==> src/rtl/banner_reader_if.sv <==
// Pixel-stream and banner-ROM bus of banner_reader: registered row address out,
// row data back, and a valid/ready pixel stream with row/frame end markers.
interface banner_reader_if #(
    parameter int ROW_W  = 57,
    parameter int ADDR_W = 8
);
    logic [ADDR_W-1:0] rom_addr;
    logic [ROW_W-1:0]  rom_data;
    logic              px_data;
    logic              px_valid;
    logic              px_ready;
    logic              row_done;
    logic              frame_done;

    modport master (
        output rom_addr,
        input  rom_data,
        output px_data,
        output px_valid,
        input  px_ready,
        output row_done,
        output frame_done
    );

    modport slave (
        input  rom_addr,
        output rom_data,
        input  px_data,
        input  px_valid,
        output px_ready,
        input  row_done,
        input  frame_done
    );
endinterface

==> src/rtl/banner_reader.sv <==
// Banner scanner: fetches NUM_ROWS rows from a registered-output ROM and streams them MSB first.
// Define BANNER_READER_LOOP_EN to rescan continuously instead of returning to IDLE after the last row.
module banner_reader #(
    parameter int ROW_W    = 57,
    parameter int NUM_ROWS = 129,
    parameter int ADDR_W   = 8
) (
    input  logic            clk,
    input  logic            rst_n,
    input  logic            start,
    output logic            busy,
    banner_reader_if.master bus
);

    localparam int unsigned CNT_W = (ROW_W > 1) ? $clog2(ROW_W) : 1;
    localparam logic [CNT_W-1:0]  LAST_BIT = CNT_W'(ROW_W - 1);
    localparam logic [ADDR_W-1:0] LAST_ROW = ADDR_W'(NUM_ROWS - 1);

    typedef enum logic [1:0] {
        IDLE,
        ADDR,
        WAIT,
        SHIFT
    } state_t;

    state_t             state;
    state_t             state_nxt;
    logic [ADDR_W-1:0]  addr_q;
    logic [ADDR_W-1:0]  addr_nxt;
    logic [ROW_W-1:0]   shreg;
    logic [ROW_W-1:0]   shreg_nxt;
    logic [CNT_W-1:0]   cnt;
    logic [CNT_W-1:0]   cnt_nxt;
    logic               fire;
    logic               last_bit;
    logic               last_row;

    always_ff @(posedge clk) begin
        if (!rst_n) begin
            state  <= IDLE;
            addr_q <= '0;
            shreg  <= '0;
            cnt    <= '0;
        end else begin
            state  <= state_nxt;
            addr_q <= addr_nxt;
            shreg  <= shreg_nxt;
            cnt    <= cnt_nxt;
        end
    end

    always_comb begin
        state_nxt = state;
        addr_nxt  = addr_q;
        shreg_nxt = shreg;
        cnt_nxt   = cnt;
        fire      = (state == SHIFT) && bus.px_ready;
        last_bit  = (cnt == LAST_BIT);
        last_row  = (addr_q == LAST_ROW);

        case (state)
            IDLE: begin
                if (start) begin
                    addr_nxt  = '0;
                    state_nxt = ADDR;
                end
            end
            // ROM samples rom_addr at the end of ADDR; its data is visible during WAIT.
            ADDR: state_nxt = WAIT;
            WAIT: begin
                shreg_nxt = bus.rom_data;
                cnt_nxt   = '0;
                state_nxt = SHIFT;
            end
            SHIFT: begin
                if (fire) begin
                    shreg_nxt = shreg << 1;
                    cnt_nxt   = cnt + 1'b1;
                    if (last_bit) begin
                        if (!last_row) begin
                            addr_nxt  = addr_q + 1'b1;
                            state_nxt = ADDR;
                        end else begin
`ifdef BANNER_READER_LOOP_EN
                            addr_nxt  = '0;
                            state_nxt = ADDR;
`else
                            state_nxt = IDLE;
`endif
                        end
                    end
                end
            end
            default: state_nxt = IDLE;
        endcase
    end

    // Outputs are gated by rst_n so nothing is presented or pulsed while reset is held.
    assign bus.rom_addr   = addr_q;
    assign bus.px_valid   = rst_n && (state == SHIFT);
    assign bus.px_data    = bus.px_valid && shreg[ROW_W-1];
    assign bus.row_done   = bus.px_valid && bus.px_ready && last_bit;
    assign bus.frame_done = bus.row_done && last_row;
    assign busy           = rst_n && (state != IDLE);

endmodule

==> src/flat_wrapper.sv <==
// flat-port wrapper written by rule: the top's interface ports become plain ports
module banner_reader_flat 
#(
    parameter int ROW_W    = 57,
    parameter int NUM_ROWS = 129,
    parameter int ADDR_W   = 8
)
  (clk, rst_n, start, busy, bus_rom_addr, bus_rom_data, bus_px_data, bus_px_valid, bus_px_ready, bus_row_done, bus_frame_done);
  banner_reader_if #(.ROW_W(ROW_W), .ADDR_W(ADDR_W)) bus_i ();
  input  logic clk;
  input  logic rst_n;
  input  logic start;
  output logic busy;
  output wire logic [$bits(bus_i.rom_addr)-1:0] bus_rom_addr;
  input wire logic [$bits(bus_i.rom_data)-1:0] bus_rom_data;
  output wire logic [$bits(bus_i.px_data)-1:0] bus_px_data;
  output wire logic [$bits(bus_i.px_valid)-1:0] bus_px_valid;
  input wire logic [$bits(bus_i.px_ready)-1:0] bus_px_ready;
  output wire logic [$bits(bus_i.row_done)-1:0] bus_row_done;
  output wire logic [$bits(bus_i.frame_done)-1:0] bus_frame_done;
  assign bus_rom_addr = bus_i.rom_addr;
  assign bus_i.rom_data = bus_rom_data;
  assign bus_px_data = bus_i.px_data;
  assign bus_px_valid = bus_i.px_valid;
  assign bus_i.px_ready = bus_px_ready;
  assign bus_row_done = bus_i.row_done;
  assign bus_frame_done = bus_i.frame_done;
  banner_reader #(.ROW_W(ROW_W), .NUM_ROWS(NUM_ROWS), .ADDR_W(ADDR_W)) u_core (.clk(clk), .rst_n(rst_n), .start(start), .busy(busy), .bus(bus_i));
endmodule
==> config.mk <==
export PLATFORM = sky130hd
export DESIGN_NAME = banner_reader_flat
export DESIGN_NICKNAME = d
export VERILOG_FILES = /design/src/rtl/banner_reader_if.sv /design/src/rtl/banner_reader.sv /design/src/flat_wrapper.sv
export SDC_FILE = /design/constraint.sdc
export NUM_CORES = 1
export LEC_CHECK = 0
export CORE_UTILIZATION = 30
export DETAILED_ROUTE_END_ITERATION = 16
export GPL_TIMING_DRIVEN = 0
export PLACE_DENSITY = 0.66
export SLEW_MARGIN = 40
export SYNTH_ARGS = -nofsm -noshare
export SYNTH_HDL_FRONTEND = slang
export SYNTH_SLANG_ARGS = --single-unit
==> constraint.sdc <==
create_clock -name clk -period 1.65 [get_ports clk]
set_input_delay 0.165 -clock clk [delete_from_list [all_inputs] [get_ports clk]]
set_output_delay 0.165 -clock clk [all_outputs]
set_load 0.03 [all_outputs]
# Word level (Yosys, flattened, before mapping)
# Cells that the tools add are included.
# Widths: inputs -> output; s select.
# op_classes
add_sub_neg,2
eq_ne,9
n_mux,14
n_reduce_logical,14
# ops
cell,count
$pmux 57 s2,1
$mux 57,1
$mux 8,4
$pmux 8 s2,1
$pmux 6 s2,1
$add 8x1->8 const B,1
$eq 8x8->1 const B,1
$pmux 2 s4,1
$logic_and 1x1->1,7
$add 6x1->6 const B,1
$eq 6x6->1 const B,1
$mux 2,3
$mux 6,1
$reduce_bool 2->1,3
$reduce_and 5->1,1
$eq 2x2->1 const B,2
$ne 2x1->1 const B,2
$ne 2x2->1 const B,2
$reduce_and 3->1,1
$eq 2x1->1 const B,1
$logic_not 2->1,1
$reduce_and 2->1,1
$mux 1,1
# word_totals
reg_bits,73
inputBits,61
out_inout_bits,13
elab_cells,43

# Longest topological paths before layout
# depth
word_depth,5
ltp_mapped,7
depth_no_buf,6

# Least setup slack after synthesis
# Ideal clock, no wire load.
# synth_path
path_kind,register to output
from,register u_core.addr_q[0] (netlist: u_core.bus.rom_addr[0])
to,output port bus_frame_done
arrival_time_ns,1.816
t_required_ns,1.485
slack_ns,-0.331
path_stages_with_launch,6
path_buffers,0
cell_sequence,dfxtp_1 > inv_1 > ha_1 > nor4b_1 > nand2_1 > nor3_1
# synth_between
elab_chain_len,2
# synth_lines
item,line,text
"start, declared",banner_reader.sv:28,logic [ADDR_W-1:0] addr_q;
"start signal, assigned",banner_reader.sv:46,addr_q <= addr_nxt;
$eq 8x8->1,banner_reader.sv:59,last_row = (addr_q == LAST_ROW);
$logic_and 1x1->1,banner_reader.sv:103,assign bus.frame_done = bus.row_done && last_row;
"end, declared",flat_wrapper.sv:20,output wire logic [$bits(bus_i.frame_done)-1:0] bus_frame_done;
# Every way passes these cells.

# Worst setup path after layout
# layout_path
from,register u_core.cnt[1]
to,output port bus_frame_done
# layout_between
elab_chain_len,3
# layout_lines
item,line,text
"start, declared",banner_reader.sv:32,logic [CNT_W-1:0] cnt;
"start signal, assigned",banner_reader.sv:48,cnt <= cnt_nxt;
$eq 6x6->1,banner_reader.sv:58,last_bit = (cnt == LAST_BIT);
$logic_and 1x1->1,banner_reader.sv:102,assign bus.row_done = bus.px_valid && bus.px_ready && last_bit;
$logic_and 1x1->1,banner_reader.sv:103,
# Every way passes these cells.

==> flow_results.xml <==
<?xml version="1.0" encoding="UTF-8"?>
<metrics>
  <group name="synth">
    <metric name="synth-async-reset-ratio" unit="%">0</metric>
    <metric name="yosysWarnings" unit="">0</metric>
    <metric name="post_synth_instance_area" unit="sq um">3490</metric>
    <metric name="commonest_register_cell_after_synthesis" unit="">sky130_fd_sc_hd__dfxtp_1</metric>
    <metric name="syn-mean-instance-area" unit="sq um">9.19</metric>
    <metric name="synth.net_count" unit="">449</metric>
    <metric name="yosysSeqAreaShare" unit="%">41.9</metric>
    <metric name="yosys_register_bits" unit="">73</metric>
    <metric name="syn_inst" unit="">380</metric>
    <metric name="synth_cell_types" unit="">42</metric>
    <metric name="post_synth_edffs" unit="">0</metric>
  </group>
  <group name="placed_design">
    <metric name="placement.io_buffers" unit="">73</metric>
    <metric name="placed_cells" unit="">596</metric>
    <metric name="dpl_worst_slack" unit="ns">-0.933</metric>
    <metric name="final_gp_congestion" unit="">0.830</metric>
    <metric name="dp_hpwl" unit="microns">6330</metric>
    <metric name="place_area" unit="sq um">4420</metric>
  </group>
  <group name="detailed_routing">
    <metric name="route.detailed.drc" unit="">0</metric>
    <metric name="wire_per_inst" unit="microns">15.2</metric>
    <metric name="detail_route.vias_per_cell" unit="">5.16</metric>
    <metric name="wl" unit="microns">9650</metric>
    <metric name="drt_iter0_markers" unit="">73</metric>
    <metric name="drt_pre_antenna_iters" unit="">4</metric>
    <metric name="dr_total_vias" unit="">3277</metric>
    <metric name="ant_nets" unit="">0</metric>
  </group>
  <group name="floorplan">
    <metric name="fp.dieArea" unit="sq um">12100</metric>
    <metric name="dieWidth" unit="microns">110</metric>
    <metric name="initial_utilization" unit="%">30.7</metric>
    <metric name="fp-row-count" unit="">39</metric>
    <metric name="pin_count" unit="">74</metric>
    <metric name="core" unit="sq um">11400</metric>
    <metric name="die_height" unit="microns">110</metric>
  </group>
  <group name="global_routing">
    <metric name="maximum_number_of_pins_on_one_net_before_global_route_repair" unit="">12</metric>
    <metric name="grt_antenna_before_repair" unit="">0</metric>
    <metric name="number_of_global_route_vias_before_repair" unit="">3111</metric>
    <metric name="grt_pass1_wl" unit="microns">14900</metric>
    <metric name="leftover_overflow_at_the_end_of_global_routing" unit="">0</metric>
    <metric name="grt_use_total" unit="%">15.8</metric>
  </group>
  <group name="power_and_ir_drop">
    <metric name="power.clock.fraction" unit="%">25.2</metric>
    <metric name="power.internal" unit="W">0.00511</metric>
    <metric name="ir_drop" unit="mV">0.629</metric>
    <metric name="report.power.total" unit="W">0.00773</metric>
    <metric name="power_switching" unit="W">0.00262</metric>
    <metric name="total_leakage_power" unit="nW">1.98</metric>
    <metric name="power.share.switching" unit="%">34.0</metric>
    <metric name="seqPwrFrac" unit="%">35.3</metric>
    <metric name="power_density" unit="nW/um^2">1410</metric>
    <metric name="p_comb_share" unit="%">39.5</metric>
  </group>
  <group name="outcome">
    <metric name="run_status" unit="">finished, violations left</metric>
    <metric name="violations_in_the_final_reports" unit="">negative setup slack</metric>
  </group>
  <group name="clock_tree">
    <metric name="cts_root_buffer" unit="">sky130_fd_sc_hd__clkbuf_16</metric>
    <metric name="ctsHtreeMaxLevel" unit="">3</metric>
    <metric name="clock_insertion_delay_worst_skew" unit="ns">0.32</metric>
    <metric name="cts-hold-fix-buffers" unit="">0</metric>
    <metric name="cts-buffers-inserted" unit="">9</metric>
    <metric name="numClockSinks" unit="">73</metric>
    <metric name="clkSlewWorstSetupHoldPaths" unit="ns">0.05</metric>
    <metric name="tritoncts_clock_tree" unit="">built</metric>
    <metric name="clock_tree.buffer_depth" unit="">2</metric>
  </group>
  <group name="critical_path">
    <metric name="rr_endpoint" unit="">u_core.cnt[4]$_SDFFE_PN0P_</metric>
    <metric name="timing.critical_path.required" unit="ns">1.48</metric>
    <metric name="worstPathArrival" unit="ns">1.56</metric>
    <metric name="worst-path-max-fanout" unit="">5</metric>
    <metric name="setup.worst_path.class" unit="">flop to output pin</metric>
    <metric name="worstSetupStartpointType" unit="">flop</metric>
    <metric name="r2r_setup_slack" unit="ns">-0.03</metric>
    <metric name="timing.rr.start" unit="">u_core.state[1]$_SDFFE_PN0P_</metric>
    <metric name="timing.critical_path.to_type" unit="">output pin</metric>
    <metric name="worst_r2r_path_depth" unit="">8</metric>
  </group>
  <group name="cells_and_area">
    <metric name="nNetsFinal" unit="">557</metric>
    <metric name="fill_cells" unit="">1064</metric>
    <metric name="fin_area" unit="sq um">5470</metric>
    <metric name="antenna_cells_inserted" unit="">0</metric>
    <metric name="layout-area-overhead-vs-synth" unit="%">56.7</metric>
    <metric name="non_filler_instance_count_after_layout" unit="">635</metric>
    <metric name="share_of_final_layout_standard_cells_stronger_than_drive_strength_1" unit="%">31.1</metric>
  </group>
  <group name="timing">
    <metric name="timing.final.crit_period" unit="ns">1.72</metric>
    <metric name="max-slew-margin-rel" unit="%">59.2</metric>
    <metric name="setup_viol_count_final" unit="">7</metric>
    <metric name="final_min_period_over_clock_period" unit="%">105</metric>
    <metric name="max_slew_violations" unit="">0</metric>
    <metric name="pin_slew_with_the_least_headroom_to_its_limit" unit="ns">0.612</metric>
    <metric name="fmax" unit="MHz">580</metric>
    <metric name="clock-skew-final" unit="ns">0.00974</metric>
    <metric name="final.setup.worst_slack" unit="ns">-0.0747</metric>
    <metric name="tns" unit="ns">-0.139</metric>
    <metric name="number_of_hold_slack_violations_in_the_final_timing_report" unit="">0</metric>
    <metric name="rsz_0062_raised_after_global_routing" unit="">true</metric>
  </group>
  <group name="min_path">
    <metric name="worstHoldStart" unit="">rst_n</metric>
    <metric name="hold-path-endpoint" unit="">u_core.bus.rom_addr[0]$_SDFFE_PN0P_</metric>
    <metric name="hp-class" unit="">primary input to flop</metric>
    <metric name="min_path_cells" unit="">3</metric>
  </group>
  <group name="flow_run">
    <metric name="drv.max_cap_violation_count" unit="">0</metric>
  </group>
</metrics>
[kinds of logic after synthesis]
| family | count (synthesis) | synth area share [%] |
|---|---|---|
| multiplexers | 61 | 17.6 |
| flip-flops | 73 | 41.9 |
| AND/OR/NAND/NOR | 113 | 14.7 |
| XOR/XNOR | 3 | 0.753 |
| AO/OA/AOI/OAI | 84 | 17.5 |
| buffers and inverters | 38 | 4.73 |
| adder cells (fa/ha/maj) | 8 | 2.87 |
[registers in the layout (all words and copies together) (netlist names)]
| name | count |
|---|---|
| u_core.shreg | 57 |
| u_core.bus.rom_addr | 8 |
| u_core.state | 2 |
| u_core.cnt | 6 |
[per-layer routing]
layer	track usage, %	share of wire, %	routed length, microns
met5	0	0	0
met4	4.95	1.6	159
met3	4.80	5.1	493
met2	27.4	51	4890
met1	18.6	42	4100
[cells in the final DEF, fill, tap and decap left out, drive strengths merged, types with 2 or more instances in the layout]
cell type,count
dfxtp,73
nor2,65
clkdlybuf4s50,60
mux2i,59
a211oi,57
buf,43
clkbuf,25
nand2,14
inv,8
ha,8
o21ai,7
nand3,7
nand4,6
dlygate4sd2,6
a21oi,5
nor3,4
and3,3
and4b,2
a32oi,2
o211ai,2
a41oi,2
or3,2
a31oi,2
a21o,2
xor2,2
clkinv,2
clkdlybuf4s15,2
dlymetal6s2s,2
and2,2
mux2,2
[critical path, cell delays in order (launching register included)]
cell and delay (ns):
sky130_fd_sc_hd__dfxtp_2 0.33, sky130_fd_sc_hd__inv_2 0.06, sky130_fd_sc_hd__ha_4 0.12, sky130_fd_sc_hd__and4b_1 0.20, sky130_fd_sc_hd__buf_6 0.13, sky130_fd_sc_hd__nand2_4 0.07, sky130_fd_sc_hd__nor3_4 0.18, sky130_fd_sc_hd__buf_6 0.15
[final cells by class]
type	instances	area, sq um	share of cell area (%)
inverter	9	40.0	0.732
multi-input combinational	269	2280	41.6
sequential	73	1480	27.0
buffer	24	198	3.61
clock buffer	12	256	4.69
tap	143	179	3.27
timing repair buffer	102	1000	18.3
clock inverter	3	40.0	0.732
[stage by stage]
stage | hold slack, ns | util (%)
after floorplan | 0.306 | -
after global placement | 0.475 | 38.9
after detailed placement | 0.477 | 38.9
after CTS | 0.386 | 44.9
after global routing | 0.425 | 48.1
final | 0.412 | 48.1
[power groups by stage]
stage	Sequential, W	Clock (W)	Combinational (W)
detailed placement	0.00266	0	0.00203
finish	0.00273	0.00195	0.00305
global placement	0.00263	0	0.00196
global route	0.00280	0.00208	0.00332
floorplan	0.00258	0	0.00152
CTS	0.00266	0.00200	0.00240
[cells in the mapped netlist (2+ instances only)]
library cell / n / area, sq um
sky130_fd_sc_hd__a31oi_1: 2 / 12.5
sky130_fd_sc_hd__and4b_1: 2 / 20.0
sky130_fd_sc_hd__mux2_2: 2 / 22.5
sky130_fd_sc_hd__ha_1: 8 / 100
sky130_fd_sc_hd__dfxtp_1: 73 / 1460
sky130_fd_sc_hd__a32oi_1: 2 / 17.5
sky130_fd_sc_hd__nor2_1: 65 / 244
sky130_fd_sc_hd__or3_1: 2 / 12.5
sky130_fd_sc_hd__o211ai_1: 2 / 15.0
sky130_fd_sc_hd__nand3_1: 7 / 35.0
sky130_fd_sc_hd__a211oi_1: 57 / 428
sky130_fd_sc_hd__mux2i_1: 59 / 591
sky130_fd_sc_hd__a21oi_1: 5 / 25.0
sky130_fd_sc_hd__a21o_1: 2 / 15.0
sky130_fd_sc_hd__xor2_1: 2 / 17.5
sky130_fd_sc_hd__clkbuf_1: 12 / 45.0
sky130_fd_sc_hd__o21ai_0: 7 / 35.0
sky130_fd_sc_hd__nand2_1: 14 / 52.6
sky130_fd_sc_hd__inv_1: 9 / 33.8
sky130_fd_sc_hd__and3_1: 3 / 18.8
sky130_fd_sc_hd__nor3_1: 4 / 20.0
sky130_fd_sc_hd__nand4_1: 6 / 37.5
sky130_fd_sc_hd__a41oi_1: 2 / 17.5
sky130_fd_sc_hd__buf_2: 15 / 75.1
[worst max-delay path by stage]
| stage | slack, ns | endpoint | startpoint |
|---|---|---|---|
| floorplan | 0.03 | u_core.bus.rom_addr[0]$_SDFFE_PN0P_ | u_core.bus.rom_addr[0]$_SDFFE_PN0P_ |
| global placement | -0.95 | busy | rst_n |
| detailed placement | -0.93 | busy | rst_n |
| CTS | -0.06 | bus_frame_done | u_core.bus.rom_addr[1]$_SDFFE_PN0P_ |
| global route | -0.13 | bus_frame_done | u_core.cnt[1]$_SDFFE_PN0P_ |
| finish | -0.07 | bus_frame_done | u_core.cnt[1]$_SDFFE_PN0P_ |
[repair_timing]
action / CTS / global route
cloned: 0 / 1
setup endpoints to repair: 80 / 74
pin swaps: 6 / 15
resized for setup: 107 / 87
setup buffers: 22 / 6
endpoints found under the hold margin: 0 / 0
Note: power is estimated with default switching activity, not from simulation.
